==> src/rtl/lsu_pkg.sv <==
// lsu_pkg: shared constants and helpers for the load/store unit.
//   func3 codes   : F3_B, F3_H, F3_W, F3_BU, F3_HU
//   state type    : lsu_state_t, one-hot (LSU_IDLE, LSU_ISSUE, LSU_WAIT, LSU_DONE)
//   lsu_fault()   : misaligned / illegal-width detection for a request
//   lsu_wmask()   : byte-lane write enables for a store
//   lsu_sdata()   : lane-replicated store data
package lsu_pkg;

  localparam logic [2:0] F3_B  = 3'd0;
  localparam logic [2:0] F3_H  = 3'd1;
  localparam logic [2:0] F3_W  = 3'd2;
  localparam logic [2:0] F3_BU = 3'd4;
  localparam logic [2:0] F3_HU = 3'd5;

  typedef enum logic [3:0] {
    LSU_IDLE  = 4'b0001,
    LSU_ISSUE = 4'b0010,
    LSU_WAIT  = 4'b0100,
    LSU_DONE  = 4'b1000
  } lsu_state_t;

  // Unsigned widths are load-only; any store with them is illegal.
  function automatic logic lsu_fault(input logic       st,
                                     input logic [2:0] f3,
                                     input logic [1:0] lo);
    logic f;
    f = 1'b0;
    case (f3)
      F3_B:    f = 1'b0;
      F3_H:    f = lo[0];
      F3_W:    f = |lo;
      F3_BU:   f = st;
      F3_HU:   f = st | lo[0];
      default: f = 1'b1;
    endcase
    return f;
  endfunction

  function automatic logic [3:0] lsu_wmask(input logic [2:0] f3,
                                           input logic [1:0] lo);
    logic [3:0] m;
    m = 4'b0000;
    case (f3)
      F3_B:    m = 4'b0001 << lo;
      F3_H:    m = 4'b0011 << lo;
      F3_W:    m = 4'b1111;
      default: m = 4'b0000;
    endcase
    return m;
  endfunction

  function automatic logic [31:0] lsu_sdata(input logic [2:0]  f3,
                                            input logic [31:0] sd);
    logic [31:0] d;
    d = sd;
    case (f3)
      F3_B:    d = {4{sd[7:0]}};
      F3_H:    d = {2{sd[15:0]}};
      default: d = sd;
    endcase
    return d;
  endfunction

endpackage

==> src/rtl/lsu_load_align.sv <==
// lsu_load_align: combinational lane select and extension of a BRAM word.
//   ld_mem : raw 32-bit word from the BRAM
//   addr   : low two bits of the byte address (byte lane / halfword lane)
//   func3  : access width and signedness
//   ldata  : extended result; 0 for codes that are not loads
module lsu_load_align
  import lsu_pkg::*;
(
  input  logic [31:0] ld_mem,
  input  logic [1:0]  addr,
  input  logic [2:0]  func3,
  output logic [31:0] ldata
);

  logic [7:0]  byte_v;
  logic [15:0] half_v;

  always_comb begin
    byte_v = ld_mem[{addr, 3'b000} +: 8];
    half_v = addr[1] ? ld_mem[31:16] : ld_mem[15:0];
    ldata  = 32'd0;
    case (func3)
      F3_B:    ldata = {{24{byte_v[7]}}, byte_v};
      F3_H:    ldata = {{16{half_v[15]}}, half_v};
      F3_W:    ldata = ld_mem;
      F3_BU:   ldata = {24'd0, byte_v};
      F3_HU:   ldata = {16'd0, half_v};
      default: ldata = 32'd0;
    endcase
  end

endmodule

==> src/rtl/lsu.sv <==
// lsu: load/store unit between the execute stage and the data BRAM port.
//   clk, rstn      : clock, synchronous active-low reset
//   order          : request strobe, sampled only when idle
//   store          : 1 = store, 0 = load
//   func3          : access width (RISC-V encoding)
//   addr, sdata    : byte address and store data
//   ld_mem         : BRAM read data, valid READ_LATENCY cycles after mem_read_flag
//   accepted       : one-cycle pulse, request latched
//   accessed       : one-cycle pulse, ldata/fault valid (both held afterwards)
//   a_mem, sd_mem  : BRAM word address and lane-replicated store data
//   mem_write_flag : byte write enables, mem_read_flag : read enable
//
// state     | meaning
// ----------+-----------------------------------------------------------
// LSU_IDLE  | waiting for order; request latched and BRAM port driven
// LSU_ISSUE | enables on the BRAM port for this one cycle, accepted high
// LSU_WAIT  | load in flight, counting down the BRAM read latency
// LSU_DONE  | accessed high for one cycle
module lsu
  import lsu_pkg::*;
#(
  parameter int ADDR_W       = 17,
  parameter int READ_LATENCY = 1
) (
  input  logic              clk,
  input  logic              rstn,
  input  logic              order,
  input  logic              store,
  input  logic [2:0]        func3,
  input  logic [31:0]       addr,
  input  logic [31:0]       sdata,
  input  logic [31:0]       ld_mem,
  output logic              accepted,
  output logic              accessed,
  output logic [31:0]       ldata,
  output logic              fault,
  output logic [ADDR_W-1:0] a_mem,
  output logic [31:0]       sd_mem,
  output logic [3:0]        mem_write_flag,
  output logic              mem_read_flag
);

  localparam int CNT_W = 3;

  lsu_state_t       state;
  logic             store_q;
  logic             fault_q;
  logic [2:0]       func3_q;
  logic [1:0]       lo_q;
  logic [CNT_W-1:0] cnt;

  logic             req_fault;
  logic [31:0]      align_word;
  logic             unused_addr_hi;

  assign req_fault      = lsu_fault(store, func3, addr[1:0]);
  assign unused_addr_hi = ^addr[31:ADDR_W+2];

  lsu_load_align u_align (
    .ld_mem (ld_mem),
    .addr   (lo_q),
    .func3  (func3_q),
    .ldata  (align_word)
  );

  // The BRAM-facing outputs are computed on the edge that latches the request,
  // so that they are registered yet already valid in the ISSUE cycle. The
  // counter is loaded on that same edge and also ticks in ISSUE, so it hits
  // zero exactly in the cycle ld_mem becomes valid.
  always_ff @(posedge clk) begin
    if (!rstn) begin
      state          <= LSU_IDLE;
      store_q        <= 1'b0;
      fault_q        <= 1'b0;
      func3_q        <= 3'd0;
      lo_q           <= 2'd0;
      cnt            <= '0;
      accepted       <= 1'b0;
      accessed       <= 1'b0;
      ldata          <= 32'd0;
      fault          <= 1'b0;
      a_mem          <= '0;
      sd_mem         <= 32'd0;
      mem_write_flag <= 4'd0;
      mem_read_flag  <= 1'b0;
    end else begin
      accepted       <= 1'b0;
      accessed       <= 1'b0;
      mem_write_flag <= 4'd0;
      mem_read_flag  <= 1'b0;
      case (state)
        LSU_IDLE: begin
          if (order) begin
            store_q  <= store;
            fault_q  <= req_fault;
            func3_q  <= func3;
            lo_q     <= addr[1:0];
            cnt      <= CNT_W'(READ_LATENCY);
            a_mem    <= addr[ADDR_W+1:2];
            sd_mem   <= lsu_sdata(func3, sdata);
            accepted <= 1'b1;
            if (!req_fault) begin
              if (store) mem_write_flag <= lsu_wmask(func3, addr[1:0]);
              else       mem_read_flag  <= 1'b1;
            end
            state <= LSU_ISSUE;
          end
        end
        LSU_ISSUE: begin
          cnt <= cnt - 1'b1;
          if (fault_q) begin
            ldata    <= 32'd0;
            fault    <= 1'b1;
            accessed <= 1'b1;
            state    <= LSU_DONE;
          end else if (store_q) begin
            fault    <= 1'b0;
            accessed <= 1'b1;
            state    <= LSU_DONE;
          end else begin
            state <= LSU_WAIT;
          end
        end
        LSU_WAIT: begin
          if (cnt == '0) begin
            ldata    <= align_word;
            fault    <= 1'b0;
            accessed <= 1'b1;
            state    <= LSU_DONE;
          end else begin
            cnt <= cnt - 1'b1;
          end
        end
        LSU_DONE: begin
          state <= LSU_IDLE;
        end
        default: begin
          state <= LSU_IDLE;
        end
      endcase
    end
  end

endmodule

==> config.mk <==
export PLATFORM = sky130hd
export DESIGN_NAME = lsu
export DESIGN_NICKNAME = d
export VERILOG_FILES = /design/src/rtl/lsu_pkg.sv /design/src/rtl/lsu_load_align.sv /design/src/rtl/lsu.sv
export SDC_FILE = /design/constraint.sdc
export NUM_CORES = 1
export LEC_CHECK = 0
export CAP_MARGIN = 10
export CORE_UTILIZATION = 43
export CTS_CLUSTER_SIZE = 14
export DETAILED_ROUTE_END_ITERATION = 7
export PLACE_DENSITY = 0.81
export SLEW_MARGIN = 10
export SYNTH_ARGS = -nofsm -noshare
export SYNTH_HDL_FRONTEND = slang
export SYNTH_SLANG_ARGS = --single-unit
==> constraint.sdc <==
create_clock -name clk -period 2.3 [get_ports clk]
set_input_delay 0.69 -clock clk [delete_from_list [all_inputs] [get_ports clk]]
set_output_delay 0.69 -clock clk [all_outputs]
set_load 0.05 [all_outputs]
==> flow_summary.toml <==
[timing]
setup_viol = 0
slew_headroom = 0.504
worst_slew_pin_slew_ns = 0.737
final.setup_skew_ns = 0.0111
rsz0062_at_grt = "false"
finalHoldViolCount = 0
drv_slew = 0
tns_ns = 0
fmax_mhz = 447
worst_slack_ns = 0.0640
period_share = 0.972
period_minus_slack_ns = 2.24

[critical_path]
cpPeakStageDelay_ns = 0.84
crit_family = "buffers and inverters"
reg2reg_slack_ns = 0.17
cp-start-kind = "flop"
rr_worst_depth = 8
startpoint = "sd_mem[17]"
crit_chain = "clkdlybuf4s50_1"
critPathBufInv = 1
r2r-end = "cnt[1]"
required_ns = 1.61
path_max_fanout = 2
end_kind = "output pin"
path_depth = 1
arrival_ns = 1.55
crit_type = "flop to output pin"
endpoint = "sd_mem[17]"
cpMaxStageDelayCell = "clkdlybuf4s50_1"
r2r_start = "cnt[0]"

[placed_design]
portBuffers = 178
gp_congestion = 0.864
dp_cells = 812
hpwlAfterDp_um = 9980
pre_cts_slack_ns = -0.364

[clocking]
post-cts-setup-buffer-count = 0
path_clk_slew_ns = 0.10
cts_hold_buffers = 0
cts_tree = "done"
clk_path_buf_depth = 2
clkLatencyLatePin_ns = 0.36
cts_buffers = 9
htreeDepth = 3
cts_root_buf = "clkbuf_8"
clkSinkCount = 103

[die]
die_y_um = 105
io_pins = 192
die_w_um = 105
coreArea_um2 = 10300
initial_core_util = 0.440
num_rows = 37
die-area_um2 = 10900

[synthesis]
synth.top_cells.by_area = "dfxtp_1, nand2_1, a221o_1"
yosys.area.top_type = "dfxtp_1"
netlist_area_um2 = 4520
yosysMostFrequentCell = "nand2_1"
synth_warnings = 0
syn_avg_cell_area_um2 = 8.85
synth_cells = 511
synth_edf_count = 0
ys_seq_area_frac = 0.456
synth-main-ff-cell = "dfxtp_1"
async_reset_ff_frac = 0
synth_fp_nets = 616
synth-seq-cells = 103
synth.distinct_cells = 54
synthTopCellsByCount = "nand2_1, dfxtp_1, a21oi_1"
yosysTopAreaCellShare = 0.456

[power_and_ir_drop]
comb_power_share = 0.238
ir_drop_uv = 416
powerDensity_nw_per_um2 = 629
cellLeakagePower_nw = 2.55
swShare = 0.294
internal-power_mw = 3.03
power_mw = 4.29
p_switching_mw = 1.26
pwr-share-seq = 0.449
p_clk_frac = 0.312

[finish]
n_fill_cell = 799
diodes = 0
nets = 792
finalNonFillerCells = 827
drive_gt1_frac = 0.0984
area_growth_pct = 50.8

[route]
drc_errors = 0
drt-pass1-iter-count = 5
postRouteAntennaNets = 0
wl_per_cell_um = 16.3
vias_per_cell = 5.51
dr.first_iter.drc_count = 206
vias = 4554
wirelength_um = 13500

[global_routing]
grt_max_degree = 42
globalRouteOverflowTotal = 0
grt_usage = 0.242
grt_first_pass_wirelength_um = 21400
grt_pass1_vias = 4486
antenna_found_initial = 0

[flow_run]
maxCapViolCount = 0

[hold_path]
hp-class = "flop to flop"
hold_start = "a_mem[6]"

[run_status]
status = "finished clean"
registers in the layout, indices dropped and copies added, names as in the netlist:
signal / flops
fault: 1
mem_read_flag: 1
a_mem: 17
store_q: 1
fault_q: 1
accessed: 1
ldata: 32
mem_write_flag: 4
func3_q: 3
lo_q: 2
accepted: 1
state: 4
cnt: 3
sd_mem: 32
cells by family after synthesis:
kind of cell             synth area share
AO/OA/AOI/OAI                       0.223
AND/OR/NAND/NOR                     0.199
adder cells (fa/ha/maj)           0.00553
flip-flops                          0.456
XOR/XNOR                          0.00194
multiplexers                       0.0691
buffers and inverters              0.0462
per-layer routing:
layer | up-vias | routed length [µm] | GRT usage
met4 | 0 | 187 | 0.0553
met3 | 17 | 1240 | 0.0886
met5 | - | 0 | 0
met1 | 2149 | 5460 | 0.285
li1 | 2193 | - | -
met2 | 195 | 6600 | 0.420
area by class of cell:
class / instances / area (µm²) / share of cell area
Sequential cell: 103 / 2060 / 0.302
Tap cell: 136 / 170 / 0.0249
Clock buffer: 10 / 128 / 0.0187
Multi-Input combinational cell: 362 / 2280 / 0.335
Inverter: 5 / 18.8 / 0.00275
Clock inverter: 5 / 106 / 0.0156
Timing Repair Buffer: 206 / 2050 / 0.301
tightest hold or removal path, cell delays in order (launching register included):
cell and delay, ns:
dfxtp_1 0.32, nand2_1 0.05, a21oi_1 0.05
power groups by stage:
| stage | clock (mW) | sequential, mW | combinational (mW) |
|---|---|---|---|
| 6_report | 1.34 | 1.93 | 1.02 |
| 5_1_grt | 1.44 | 1.94 | 1.09 |
| 4_1_cts | 1.36 | 1.93 | 1.02 |
| 3_5_place_dp | 0 | 1.97 | 1.02 |
| 3_3_place_gp | 0 | 1.96 | 0.998 |
| 2_1_floorplan | 0 | 2.20 | 0.332 |
repair_timing:
| action | 4_1_cts | 5_1_grt |
|---|---|---|
| hold endpoints to repair | 0 | 0 |
| resized for setup | 0 | 3 |
| setup endpoints to repair | 0 | 3 |
placed cells by master, fill, tap and decap left out, drive strengths merged, types with 4 or more instances in the layout:
master,n
clkdlybuf4s50,176
nand2,110
dfxtp,103
a21oi,56
a221o,31
buf,29
nor2,25
mux2i,20
o21ai,11
clkbuf,10
a211oi,9
and3,9
nor2b,8
mux2,8
a22o,8
o211ai,8
a311oi,8
inv,6
or2,5
nand3b,4
nor3,4
how the worst min path moves through the flow:
stage | cells past startpoint | slack (ns) | to
2_1_floorplan | 2 | 0.45 | cnt[1]
3_3_place_gp | 2 | 0.44 | a_mem[9]
3_5_place_dp | 2 | 0.45 | a_mem[6]
4_1_cts | 2 | 0.46 | a_mem[6]
5_1_grt | 2 | 0.48 | a_mem[6]
6_report | 2 | 0.46 | a_mem[6]
per-stage QoR:
stage	hold WS (ns)	cell area [µm²]	utilization
finish	0.462	6820	0.664
floorplan	0.451	4520	-
global placement	0.442	6570	0.639
global route	0.485	6820	0.664
CTS	0.461	6800	0.662
detailed placement	0.448	6570	0.639
(Power assumes the default switching activity.)
